**src/rtl/setpoint_ramp.sv**
```systemverilog
// Slew-limited setpoint source for the first-order CIC interpolator.
//
// The host writes a signed target. Once every 2**span clock cycles the block moves d_out toward
// that target by at most max_step and raises a one-cycle strobe. The new d_out and the strobe
// appear on the same edge, so the interpolator samples a value that then stays stable for the
// whole interval.
//
// Ports
//   clk        in   1    single clock, rising edge
//   rst        in   1    asynchronous active-high reset
//   target     in   dw   signed requested setpoint
//   target_we  in   1    load target into the internal target register on this edge
//   max_step   in   sw   unsigned maximum |change| of d_out per strobe
//   hold       in   1    freeze d_out at strobes; the strobe itself keeps running
//   d_out      out  dw   signed current setpoint
//   strobe     out  1    one-cycle update pulse, period 2**span
//   busy       out  1    high while d_out differs from the target register
module setpoint_ramp #(
  parameter int unsigned span = 6,
  parameter int unsigned dw   = 18,
  parameter int unsigned sw   = 12   // must be smaller than dw
) (
  input  logic                 clk,
  input  logic                 rst,
  input  logic signed [dw-1:0] target,
  input  logic                 target_we,
  input  logic        [sw-1:0] max_step,
  input  logic                 hold,
  output logic signed [dw-1:0] d_out,
  output logic                 strobe,
  output logic                 busy
);

  typedef enum logic [1:0] {StIdle, StRamp, StHeld} state_e;

  state_e                r_state, w_state_d;
  logic       [span-1:0] r_cnt;
  logic                  r_strobe;
  logic                  r_busy;
  logic signed [dw-1:0]  r_tgt, w_tgt_d;
  logic signed [dw-1:0]  r_dout, w_dout_d;

  logic                  w_wrap;
  logic signed [dw:0]    w_err;
  logic        [dw:0]    w_err_abs;
  logic        [dw:0]    w_step_ext;
  logic        [dw-1:0]  w_step_dw;
  logic                  w_busy_d;

  // The strobe register rises on the edge where the counter wraps all-ones -> 0.
  assign w_wrap = &r_cnt;

  // Error is formed one bit wider so that tgt - d_out can never wrap.
  assign w_err      = {r_tgt[dw-1], r_tgt} - {r_dout[dw-1], r_dout};
  assign w_err_abs  = w_err[dw] ? $unsigned(-w_err) : $unsigned(w_err);
  assign w_step_ext = {{(dw + 1 - sw){1'b0}}, max_step};
  assign w_step_dw  = {{(dw - sw){1'b0}}, max_step};

  // A write coincident with the strobe edge lands in r_tgt on that edge; the step on that edge
  // still reads the old r_tgt.
  assign w_tgt_d = target_we ? target : r_tgt;

  // A full step only happens when |err| > max_step, so the result stays strictly between
  // d_out and the target and the dw-bit add/subtract cannot overflow.
  always_comb begin
    w_dout_d = r_dout;
    if (w_wrap && !hold) begin
      if (w_err_abs <= w_step_ext) begin
        w_dout_d = r_tgt;
      end else if (w_err[dw]) begin
        w_dout_d = r_dout - w_step_dw;
      end else begin
        w_dout_d = r_dout + w_step_dw;
      end
    end
  end

  // busy reflects the values that will be held after this edge.
  assign w_busy_d = (w_tgt_d != w_dout_d);

  always_comb begin
    w_state_d = r_state;
    unique case (r_state)
      StIdle: begin
        if (hold) begin
          w_state_d = StHeld;
        end else if (w_busy_d) begin
          w_state_d = StRamp;
        end
      end
      StRamp: begin
        if (hold) begin
          w_state_d = StHeld;
        end else if (!w_busy_d) begin
          w_state_d = StIdle;
        end
      end
      StHeld: begin
        if (!hold) begin
          w_state_d = w_busy_d ? StRamp : StIdle;
        end
      end
      default: w_state_d = StIdle;
    endcase
  end

  always_ff @(posedge clk or posedge rst) begin
    if (rst) begin
      r_cnt    <= '0;
      r_strobe <= 1'b0;
      r_busy   <= 1'b0;
      r_tgt    <= '0;
      r_dout   <= '0;
      r_state  <= StIdle;
    end else begin
      r_cnt    <= r_cnt + span'(1);
      r_strobe <= w_wrap;
      r_busy   <= w_busy_d;
      r_tgt    <= w_tgt_d;
      r_dout   <= w_dout_d;
      r_state  <= w_state_d;
    end
  end

  assign d_out  = r_dout;
  assign strobe = r_strobe;
  assign busy   = r_busy;

endmodule
```
**config.mk**
```make
export PLATFORM = sky130hd
export DESIGN_NAME = setpoint_ramp
export DESIGN_NICKNAME = d
export VERILOG_FILES = /design/src/rtl/setpoint_ramp.sv
export SDC_FILE = /design/constraint.sdc
export NUM_CORES = 1
export LEC_CHECK = 0
export BUFFER_PORTS_ARGS = -buffer_cell sky130_fd_sc_hd__buf_2
export CAP_MARGIN = 40
export CORE_ASPECT_RATIO = 1.25
export CORE_UTILIZATION = 35
export DETAILED_ROUTE_END_ITERATION = 7
export SLEW_MARGIN = 20
export SYNTH_ARGS = -nofsm -noshare
export SYNTH_HDL_FRONTEND = slang
export SYNTH_SLANG_ARGS = --single-unit
```
**constraint.sdc**
```tcl
create_clock -name clk -period 14.47 [get_ports clk]
set_input_delay 0.7235 -clock clk [delete_from_list [all_inputs] [get_ports clk]]
set_output_delay 0.7235 -clock clk [all_outputs]
set_load 0.01 [all_outputs]
```
==> out/qor.csv, run 1 <==
metric;value;unit
DIE HEIGHT;137;um
clock share of power;0.206;
post-route cell area;0.00570;mm^2
Main synth FF type;dfrtp_1;
status;finished, final reports clean;
worst hold path class;primary input to asynchronous set/reset pin;
GRT Total Usage;0.202;
final setup violating endpoints;0;
Lkg Pwr;2.48;nW
CP startpoint kind;flop;
Clock Skews;8.98;ps
Starting Density;0.357;
cell repeated most along the worst path;o21ai_0;
fill count;1449;
top-area cell type share of the netlist area;0.216;
headroom to the max-slew limit;0.561;
CP peak stage delay;510;ps
FMAX;0.154;GHz
Via density;5.66;
sequential share of power;0.244;
dpl hpwl;11500;um
worst slew pin tran;658;ps
Synth cell types;67;
drt initial violations;350;
first-pass GRT wire length;23600;um
First-pass DRT Iterations;5;
Clock Latency Late Sink;300;ps
IO Pins;54;
CP endpoint kind;flop;
Hold Vio Cnt, Final;0;
Sw Ratio;0.429;
GR Overflow Total;0;
Clk pin slew, worst setup/hold paths;60;ps
CP arrival;6660;ps
via count;4823;
P per Cell Area;101;mW/mm^2
top cells by area, synth;dfrtp_1, ha_1, xnor2_1;
Setup TNS;0;ps
post-route insts no fill;852;
Mapped Cells;630;
htree depth;2;
placed cell area;0.00555;mm^2
Synth area leader;dfrtp_1;
post-synthesis sequential area ratio;0.216;
crit-path max FO;15;
Worst Setup Path Type;flop to flop;
CTS Hold Buffers Added;0;
I/O Buffers;53;
Post-Synthesis Cell Area;0.00510;mm^2
most frequent cells after synthesis;inv_1, ha_1, dfrtp_1;
maximum clock path buffer count;2;
initial antenna violation count;0;
layout cells sized above 1;0.135;
CP Cell Sequence;inv_1 > ha_1 > nand3_1 > nor3_1 > o211ai_1 > a21oi_1 > a31o_2 > o21ai_0 > xnor2_1 > ha_1 > and2_1 > o21ai_0 > a31oi_1 > a41oi_1 > a21o_1 > o21ai_0 > o41ai_1 > xor2_1 > or3_1 > a21oi_1 > a211o_1 > xor2_1 > nor3_1 > nand3_1;
DRC;0;
Post-synth EDFFs;0;
Routed Antenna Nets;0;
combinational share of power;0.551;
Warnings, synthesis;0;
dpl cells;844;
Wirelength per Cell;17.0;um
largest net degree at the start of global routing;39;
Clock Sink Count;44;
most common cell in the netlist;inv_1;
Net Sw Power;0.000247;W
flops & latches, synth;44;
postcts setup bufs;0;
die area;0.0151;mm^2
Final WS setup;7980;ps
worst endpoint required time;14640;ps
syn_nets;716;
post-cts sizing count;0;
Max IR drop VDD;70.6;uV
RSZ-0062 raised after global routing;no;
Routability Congestion;0.851;
vias in the first global route;4751;
antenna diode count;0;
DIE WIDTH;110;um
R2R setup slack;7980;ps
max-slew violation count;0;
Final min period;6490;ps
ys async rst share;1.00;
DRT Wirelength;14500;um
CTS Root Buffer Type;clkbuf_16;
CTS Buf Count;5;
Int Power;0.000330;W
CP max stage cell;nor3_1;
Max-cap violations;0;
Site Rows;49;
CTS tree;yes;
layout overhead on the synthesized area;11.7;%
Tcrit/Tclk final;0.449;
mean area per synthesized cell;8.10;um^2
nets;759;
core area;0.0143;mm^2
pre-CTS setup slack;8050;ps
[metal layers]
metal,vias to the layer above,track usage,part of all wire
met2,99,0.347,0.50
li1,2387,-,-
met3,26,0.0214,0.032
met5,-,0,0
met1,2311,0.255,0.44
met4,0,0.0859,0.030
[critical path: cells and delay by family (launching register included)]
kind	cells	cell delay (ps)
buffers and inverters	1	80
AND/OR/NAND/NOR	6	1510
adder cells (fa/ha/maj)	2	760
AO/OA/AOI/OAI	12	3010
flip-flops	1	490
XOR/XNOR	3	530
[worst paths after layout]
check                         start         to  cells past startpoint
max                        d_out[5]       busy                     24
min                             rst  r_tgt[13]                      2
min reg2reg                r_cnt[4]   r_cnt[4]                      1
max reg2reg                d_out[5]       busy                     24
max in group asynchronous       rst     strobe                      3
min in group clk           r_cnt[4]   r_cnt[4]                      1
[cells by family after synthesis]
| logic type | count (synthesis) | share of synthesized area |
|---|---|---|
| simple gates | 189 | 0.198 |
| compound gates | 171 | 0.223 |
| buf+inv | 80 | 0.0603 |
| xor+xnor | 57 | 0.0978 |
| fa+ha+maj | 52 | 0.130 |
| flops | 44 | 0.216 |
| mux | 37 | 0.0755 |
[flip-flops by register name (all words and copies together) (netlist names)]
| name | count |
|---|---|
| d_out | 18 |
| r_tgt | 18 |
| r_cnt | 6 |
| busy | 1 |
| strobe | 1 |
[placed cells by master (no fill, tap or decap), types with 7 or more instances in the layout]
master    instances
nor3_1           19
mux2_2           12
mux2i_1          25
o211ai_1          8
a31oi_1           7
o31ai_1           7
inv_1            58
nor2b_1           9
dfrtp_1          44
nor2_1           39
nand3_1          23
buf_2            53
a21oi_1          38
xnor2_1          34
o21ai_0          38
ha_1             50
nand2_1          39
xor2_1           23
nand4_1           8
and3_1            7
[metrics by stage]
step | total power [W] | hold slack, ps | util
after detailed placement | 0.000455 | 465 | 0.389
final | 0.000577 | 368 | 0.399
after global placement | 0.000446 | 458 | 0.387
after CTS | 0.000577 | 372 | 0.399
after floorplan | 0.000382 | 439 | -
after global routing | 0.000622 | 388 | 0.399
[layout make-up]
class | instances | area [um^2] | area share
clock buffer | 7 | 143 | 0.0250
clock inverter | 1 | 7.51 | 0.00132
inverter | 59 | 221 | 0.0388
multi-input combinational | 506 | 3700 | 0.649
sequential | 44 | 1100 | 0.193
tap | 178 | 223 | 0.0391
timing repair buffer | 57 | 308 | 0.0540
[power by group through the flow]
stage	Sequential (W)	Clock [W]	Combinational [W]
final	0.000141	0.000119	0.000318
after global routing	0.000142	0.000126	0.000354
after CTS	0.000140	0.000121	0.000315
after detailed placement	0.000143	0	0.000312
after global placement	0.000142	0	0.000304
after floorplan	0.000140	0	0.000242
(Power assumes the default switching activity.)
==> run 2, diff against run 1 <==
--- a/config.mk
+++ b/config.mk
@@ -5,6 +5,7 @@
 export SDC_FILE = /design/constraint.sdc
 export NUM_CORES = 1
 export LEC_CHECK = 0
+export ABC_AREA = 1
 export BUFFER_PORTS_ARGS = -buffer_cell sky130_fd_sc_hd__buf_2
 export CAP_MARGIN = 40
 export CORE_ASPECT_RATIO = 1.25
==> constraint.sdc (replaced) <==
create_clock -name clk -period 6.3 [get_ports clk]
set_input_delay 0.315 -clock clk [delete_from_list [all_inputs] [get_ports clk]]
set_output_delay 0.315 -clock clk [all_outputs]
set_load 0.01 [all_outputs]
==> run 2 against run 1 <==
  * First-iteration DRC count shrank 23%
  * Area after synthesis grew 11%
  * Critical path depth grew 3
  * Routed wire length grew 15%
==> out/qor.csv, run 2 <==
metric;value;unit;change
Wirelength per Cell;14.0;um;-17%
RR Endpoint;busy;;
CP arrival;5780;ps;-880 ps
R2R depth;27;;+13%
Hold Vio Cnt, Final;0;;unchanged
DRC;0;;unchanged
layout cells sized above 1;0.100;;-0.0347
crit-path max FO;18;;+3
worst endpoint required time;6470;ps;-8170 ps
sequential cell area;0.00110;mm^2;unchanged
GR Overflow Total;0;;unchanged
Starting Density;0.361;;+0.00353
Routability Congestion;0.888;;+4.3%
top cells by area, synth;nand2_1, dfrtp_1, inv_1;;
Mapped Cells;931;;+48%
max-slew violation count;0;;unchanged
antenna diode count;0;;unchanged
largest net degree at the start of global routing;35;;-10%
hold worst-path end;r_tgt[16];;
worst hold path class;primary input to flop;;
nets;1063;;+40%
dpl cells;1181;;+40%
post-route insts no fill;1189;;+40%
P per Cell Area;246;mW/mm^2;+140%
Synth cell types;42;;-37%
most frequent cells after synthesis;nand2_1, inv_1, nand3_1;;
status;finished, final reports clean;;
commonest non-fill, non-tap cells in the layout;nand2_1, inv_1, nand3_1;;
vias in the first global route;5603;;+18%
commonest non-fill, non-tap cell in the layout;nand2_1;;
post-synthesis sequential area ratio;0.194;;-0.0221
Routed Antenna Nets;0;;unchanged
htree depth;2;;unchanged
most common cell in the netlist;nand2_1;;
core area;0.0158;mm^2;+10%
mean area per synthesized cell;6.11;um^2;-25%
worst slew pin tran;765;ps;+108 ps
Tcrit/Tclk final;0.890;;+0.441
WHS Path Cells;3;;
Post-synth EDFFs;0;;unchanged
GRT Total Usage;0.210;;+0.00781
fill count;1731;;+19%
flops & latches, synth;44;;unchanged
Site Rows;51;;+4.1%
dpl hpwl;13800;um;+20%
placed cell area;0.00614;mm^2;+11%
Warnings, synthesis;0;;unchanged
Clock Skews;10.6;ps;+1.63 ps
Setup TNS;0;ps;unchanged
postcts setup bufs;0;;unchanged
maximum clock path buffer count;2;;unchanged
area of the multi-input gates;0.00381;mm^2;+3.0%
Post-Synthesis Cell Area;0.00569;mm^2;+11%
final setup violating endpoints;0;;unchanged
R2R setup slack;690;ps;-7280 ps
drt initial violations;271;;-23%
Worst Setup Path Type;flop to flop;;
First-pass DRT Iterations;5;;unchanged
worst hold slack;266;ps;-102 ps
DRT Wirelength;16700;um;+15%
Clock Sink Count;44;;unchanged
IO Pins;54;;unchanged
DIE HEIGHT;145;um;+5.5%
initial antenna violation count;0;;unchanged
die area;0.0168;mm^2;+11%
RR Startpoint;d_out[9];;
hold_sp;target[16];;
Lkg Pwr;3.65;nW;+47%
Max-cap violations;0;;unchanged
Finished Core Util;0.402;;+0.00310
Max IR drop VDD;200;uV;+180%
syn_nets;1017;;+42%
Final min period;5610;ps;-885 ps
post-route cell area;0.00634;mm^2;+11%
CTS Buf Count;5;;unchanged
CTS tree;yes;;
FMAX;0.178;GHz;+16%
RSZ-0062 raised after global routing;no;;
Synth area leader;nand2_1;;
Via density;4.86;;-14%
Main synth FF type;dfrtp_1;;
CTS Root Buffer Type;clkbuf_16;;
I/O Buffers;53;;unchanged
layout overhead on the synthesized area;11.5;%;
DIE WIDTH;116;um;+5.5%
first-pass GRT wire length;27100;um;+15%
headroom to the max-slew limit;0.483;;-0.0782
ys async rst share;1.00;;unchanged
via count;5781;;+20%
CP endpoint kind;flop;;
CP startpoint kind;flop;;
top-area cell type share of the netlist area;0.196;;-0.0197
Clk pin slew, worst setup/hold paths;70;ps;about the same
Clock Latency Late Sink;300;ps;about the same
-- run 2: cell types whose count changed after synthesis, sizes merged, moves of 19 or more --
cell	before	now
nand3	23	94
mux2i	25	2
nand2	39	311
inv	59	179
nand4	8	27
nor2	41	62
xnor2	34	11
-- run 2: what timing repair did --
item	4_1_cts	5_1_grt
endpoints found under the hold margin	12	0
resized for setup	0	0
hold buffers	1	0
-- run 2: worst max path at each step --
stage / startpoint / endpoint / slack (ps) / depth (start not counted)
6_report: d_out[9] / busy / 690 / 27
5_1_grt: d_out[9] / busy / 70 / 27
4_1_cts: d_out[9] / busy / 730 / 27
3_5_place_dp: d_out[9] / busy / 760 / 27
3_3_place_gp: d_out[9] / busy / 770 / 27
2_1_floorplan: d_out[9] / busy / 1650 / 35
-- run 2: layout make-up --
| cell class | count | share of cell area |
|---|---|---|
| flip-flops and latches | 44 | 0.174 |
| inverters | 180 | 0.107 |
| clock inverters | 2 | 0.00947 |
| well taps | 212 | 0.0418 |
| multi-input cells | 690 | 0.601 |
| repair buffers | 56 | 0.0478 |
| clock buffers | 5 | 0.0197 |
-- run 2: where the power goes --
group / switching [W] / internal, W
logic: 0.000587 / 0.000317
clock network: 0.000112 / 0.000225
registers: 0.0000188 / 0.000299
total: 0.000718 / 0.000841
-- run 2: worst max-delay path, stage by stage (launching register included) --
cell and delay, ps:
dfrtp_1 450, inv_1 90, ha_1 420, nand2_2 140, nor2_4 180, nand3_1 140
nand3_2 150, nand2_2 70, nand2_4 90, xor2_4 470, o21ai_0 290, fa_1 500
o21ai_0 310, a21oi_1 150, o21ai_0 380, a21boi_0 210, o21ai_0 380, nand3_1 130
nand2_1 100, xnor2_1 110, inv_1 50, nand2_1 50, nand3_1 70, nand2_1 110
xor2_1 150, nand2_1 70, nor2_1 120, nand3_1 90
-- run 2: kinds of logic after synthesis --
kind of cell / Yosys count / share of synthesized area
multiplexers: 2 / 0.00352
AND/OR/NAND/NOR: 513 / 0.400
flip-flops: 44 / 0.194
XOR/XNOR: 46 / 0.0741
buffers and inverters: 197 / 0.138
adder cells (fa/ha/maj): 52 / 0.117
AO/OA/AOI/OAI: 77 / 0.0737
-- run 2: per-layer routing --
metal / part of all wire / global-route usage
met3: 0.044 / 0.0172
met2: 0.49 / 0.377
met4: 0.028 / 0.0789
met1: 0.44 / 0.259
met5: 0 / 0
-- run 2: through the flow --
stage                     setup slack, ps  total power (W)
after floorplan                      1650          0.00102
after global placement                775          0.00121
after detailed placement              761          0.00122
after CTS                             727          0.00156
after global routing                 73.7          0.00170
final                                 693          0.00156
==> run 3, diff against run 2 <==
--- a/config.mk
+++ b/config.mk
@@ -5,12 +5,12 @@
 export SDC_FILE = /design/constraint.sdc
 export NUM_CORES = 1
 export LEC_CHECK = 0
-export ABC_AREA = 1
 export BUFFER_PORTS_ARGS = -buffer_cell sky130_fd_sc_hd__buf_2
 export CAP_MARGIN = 40
 export CORE_ASPECT_RATIO = 1.25
 export CORE_UTILIZATION = 35
 export DETAILED_ROUTE_END_ITERATION = 7
+export GPL_TIMING_DRIVEN = 0
 export SLEW_MARGIN = 20
 export SYNTH_ARGS = -nofsm -noshare
 export SYNTH_HDL_FRONTEND = slang
==> constraint.sdc (replaced) <==
create_clock -name clk -period 4.6 [get_ports clk]
set_input_delay 0.23 -clock clk [delete_from_list [all_inputs] [get_ports clk]]
set_output_delay 0.23 -clock clk [all_outputs]
set_load 0.01 [all_outputs]
==> run 3 against run 2 <==
  * The run now ends with negative setup slack left
  * Design area grew 9.1%
  * Core utilization grew 8.2 points
  * Critical path type unchanged
  * Combinational power grew 57%
  * Register-to-register slack lost 1800 ps
  * First-iteration DRC count grew 5.9%
  * Worst hold slack lost 260 ps
  * Non-clock buffer count grew 78
  * Via count shrank 7.4%
  * Fmax shrank 2.3%
==> out/qor.csv, run 3 (same netlist as run 1, synthesis figures left out) <==
metric;value;unit;change
status;complete, but fails checks;;
failing checks;negative setup slack;;
worst slew pin tran;771;ps;+5.56 ps
First-pass DRT Iterations;6;;+1
I/O Buffers;53;;unchanged
DIE HEIGHT;137;um;-5.2%
clock share of power;0.165;;-0.051
Clock Latency Late Sink;290;ps;about the same
die area;0.0151;mm^2;-10%
Wirelength per Cell;18.8;um;+34%
FMAX;0.174;GHz;-2.3%
RSZ-0062 raised after global routing;yes;;
nets;836;;-21%
drt initial violations;287;;+5.9%
fill count;1367;;-21%
combinational share of power;0.635;;+0.055
CP arrival;5890;ps;+110 ps
placed cell area;0.00575;mm^2;-6.4%
GRT Total Usage;0.233;;+0.0229
worst endpoint required time;4750;ps;-1720 ps
Final WS setup;-1140;ps;-1830 ps
vias in the first global route;5316;;-5.1%
htree depth;2;;unchanged
Int Power;0.00129;W;+53%
worst hold slack;9.55;ps;-256 ps
core area;0.0143;mm^2;-9.4%
dpl hpwl;12900;um;-6.1%
via count;5356;;-7.4%
P per Cell Area;324;mW/mm^2;+32%
Worst Setup Path Type;flop to flop;;
first-pass GRT wire length;26900;um;-0.51%
IO Pins;54;;unchanged
CTS tree;yes;;
dpl cells;862;;-27%
DIE WIDTH;110;um;-5.2%
crit-path max FO;5;;-13
Hold Vio Cnt, Final;0;;unchanged
Lkg Pwr;2.99;nW;-18%
Starting Density;0.357;;-0.00353
Routability Congestion;0.861;;-3.0%
maximum clock path buffer count;2;;unchanged
Routed Antenna Nets;0;;unchanged
pre-CTS setup slack;-1880;ps;-2650 ps
Final Power;0.00224;W;+44%
Max-cap violations;0;;unchanged
max-slew violation count;0;;unchanged
sequential share of power;0.199;;-0.005
largest net degree at the start of global routing;26;;-26%
antenna diode count;0;;unchanged
DRT Wirelength;17500;um;+5.0%
worst hold path class;primary input to asynchronous set/reset pin;;
Net Sw Power;0.000955;W;+33%
commonest non-fill, non-tap cell in the layout;inv_1;;
Final min period;5740;ps;+130 ps
CTS Root Buffer Type;clkbuf_16;;
layout cells sized above 1;0.308;;+0.207
Site Rows;49;;-3.9%
Tcrit/Tclk final;1.25;;+0.357
Clock Skews;7.41;ps;-3.20 ps
commonest non-fill, non-tap cells in the layout;inv_1, buf_2, buf_4;;
CP startpoint kind;flop;;
CP max stage cell;a221o_1;;
headroom to the max-slew limit;0.486;;+0.00277
final setup violating endpoints;19;;+19
post-route insts no fill;929;;-22%
layout overhead on the synthesized area;35.5;%;
post-route cell area;0.00692;mm^2;+9.1%
DRC;0;;unchanged
CTS Buf Count;5;;unchanged
CP peak stage delay;420;ps;-80 ps
Clk pin slew, worst setup/hold paths;60;ps;about the same
initial antenna violation count;0;;unchanged
Via density;5.77;;+19%
CP endpoint kind;flop;;
GR Overflow Total;0;;unchanged
Max IR drop VDD;242;uV;+21%
Clock Sink Count;44;;unchanged
Sw Ratio;0.426;;-0.0344
run 3: cell types whose count changed in the layout (fill, tap and decap cells not counted), sizes merged, moves of 12 or more:
cell	before	now
mux2	0	12
xnor2	11	34
nor2	62	41
buf	55	121
mux2i	2	25
clkbuf	5	19
xor2	35	23
inv	179	59
nand2	311	39
nand3	94	23
nand4	27	8
run 3: final timing paths:
path / start / to / slack [ps] / cells past startpoint
worst min-delay path: rst / r_tgt[16] / 10 / 2
min in group clk: target[8] / r_tgt[8] / 190 / 2
max in group asynchronous: rst / d_out[7] / 4050 / 3
worst max-delay path: d_out[6] / busy / -1140 / 27
worst min register to register: r_cnt[4] / r_cnt[4] / 470 / 1
worst max register to register: d_out[6] / busy / -1140 / 27
run 3: timing repair:
action,in CTS,in global routing
pin swaps,43,50
resized for setup,64,47
setup buffers,35,27
gates cloned,0,1
endpoints found under the setup margin,19,19
endpoints found under the hold margin,0,0
hold buffers,0,0
run 3: critical path, delay by kind of cell (launching register included):
family                     cells  cell delay [ps]
buffers and inverters          4              460
xor gates and xnor gates       2              330
DFF                            1              360
adders and majority gates      2              630
and+or+nand+nor                6             1100
AOI/OAI and AO/OA             13             2720
run 3: cell type report:
class,instances,area [um^2],share of cell area
plain buffers,18,168,0.0242
clock inverters,2,10.0,0.00145
flip-flops and latches,44,1100,0.160
inverters,59,221,0.0320
multi-input cells,506,4200,0.607
repair buffers,116,850,0.123
clock buffers,6,139,0.0201
well taps,178,223,0.0322
run 3: stage by stage:
step / TNS [ps] / utilization
6_report: -6700 / 0.484
5_1_grt: -10690 / 0.484
2_1_floorplan: -1000 / -
4_1_cts: -7850 / 0.455
3_3_place_gp: -19880 / 0.401
3_5_place_dp: -22170 / 0.403
run 3: power groups by stage:
stage               clock network (W)  logic [W]  registers [W]
global route                 0.000391    0.00155       0.000448
finish                       0.000371    0.00142       0.000447
CTS                          0.000376    0.00126       0.000444
detailed placement                  0    0.00104       0.000449
global placement                    0    0.00101       0.000448
floorplan                           0   0.000809       0.000440
run 3: metal layers:
metal	vias up	global-route usage	wire, um
li1	2559	-	-
met1	2566	0.264	6860
met2	181	0.432	9160
met3	50	0.0167	649
met4	0	0.119	839
met5	-	0	0
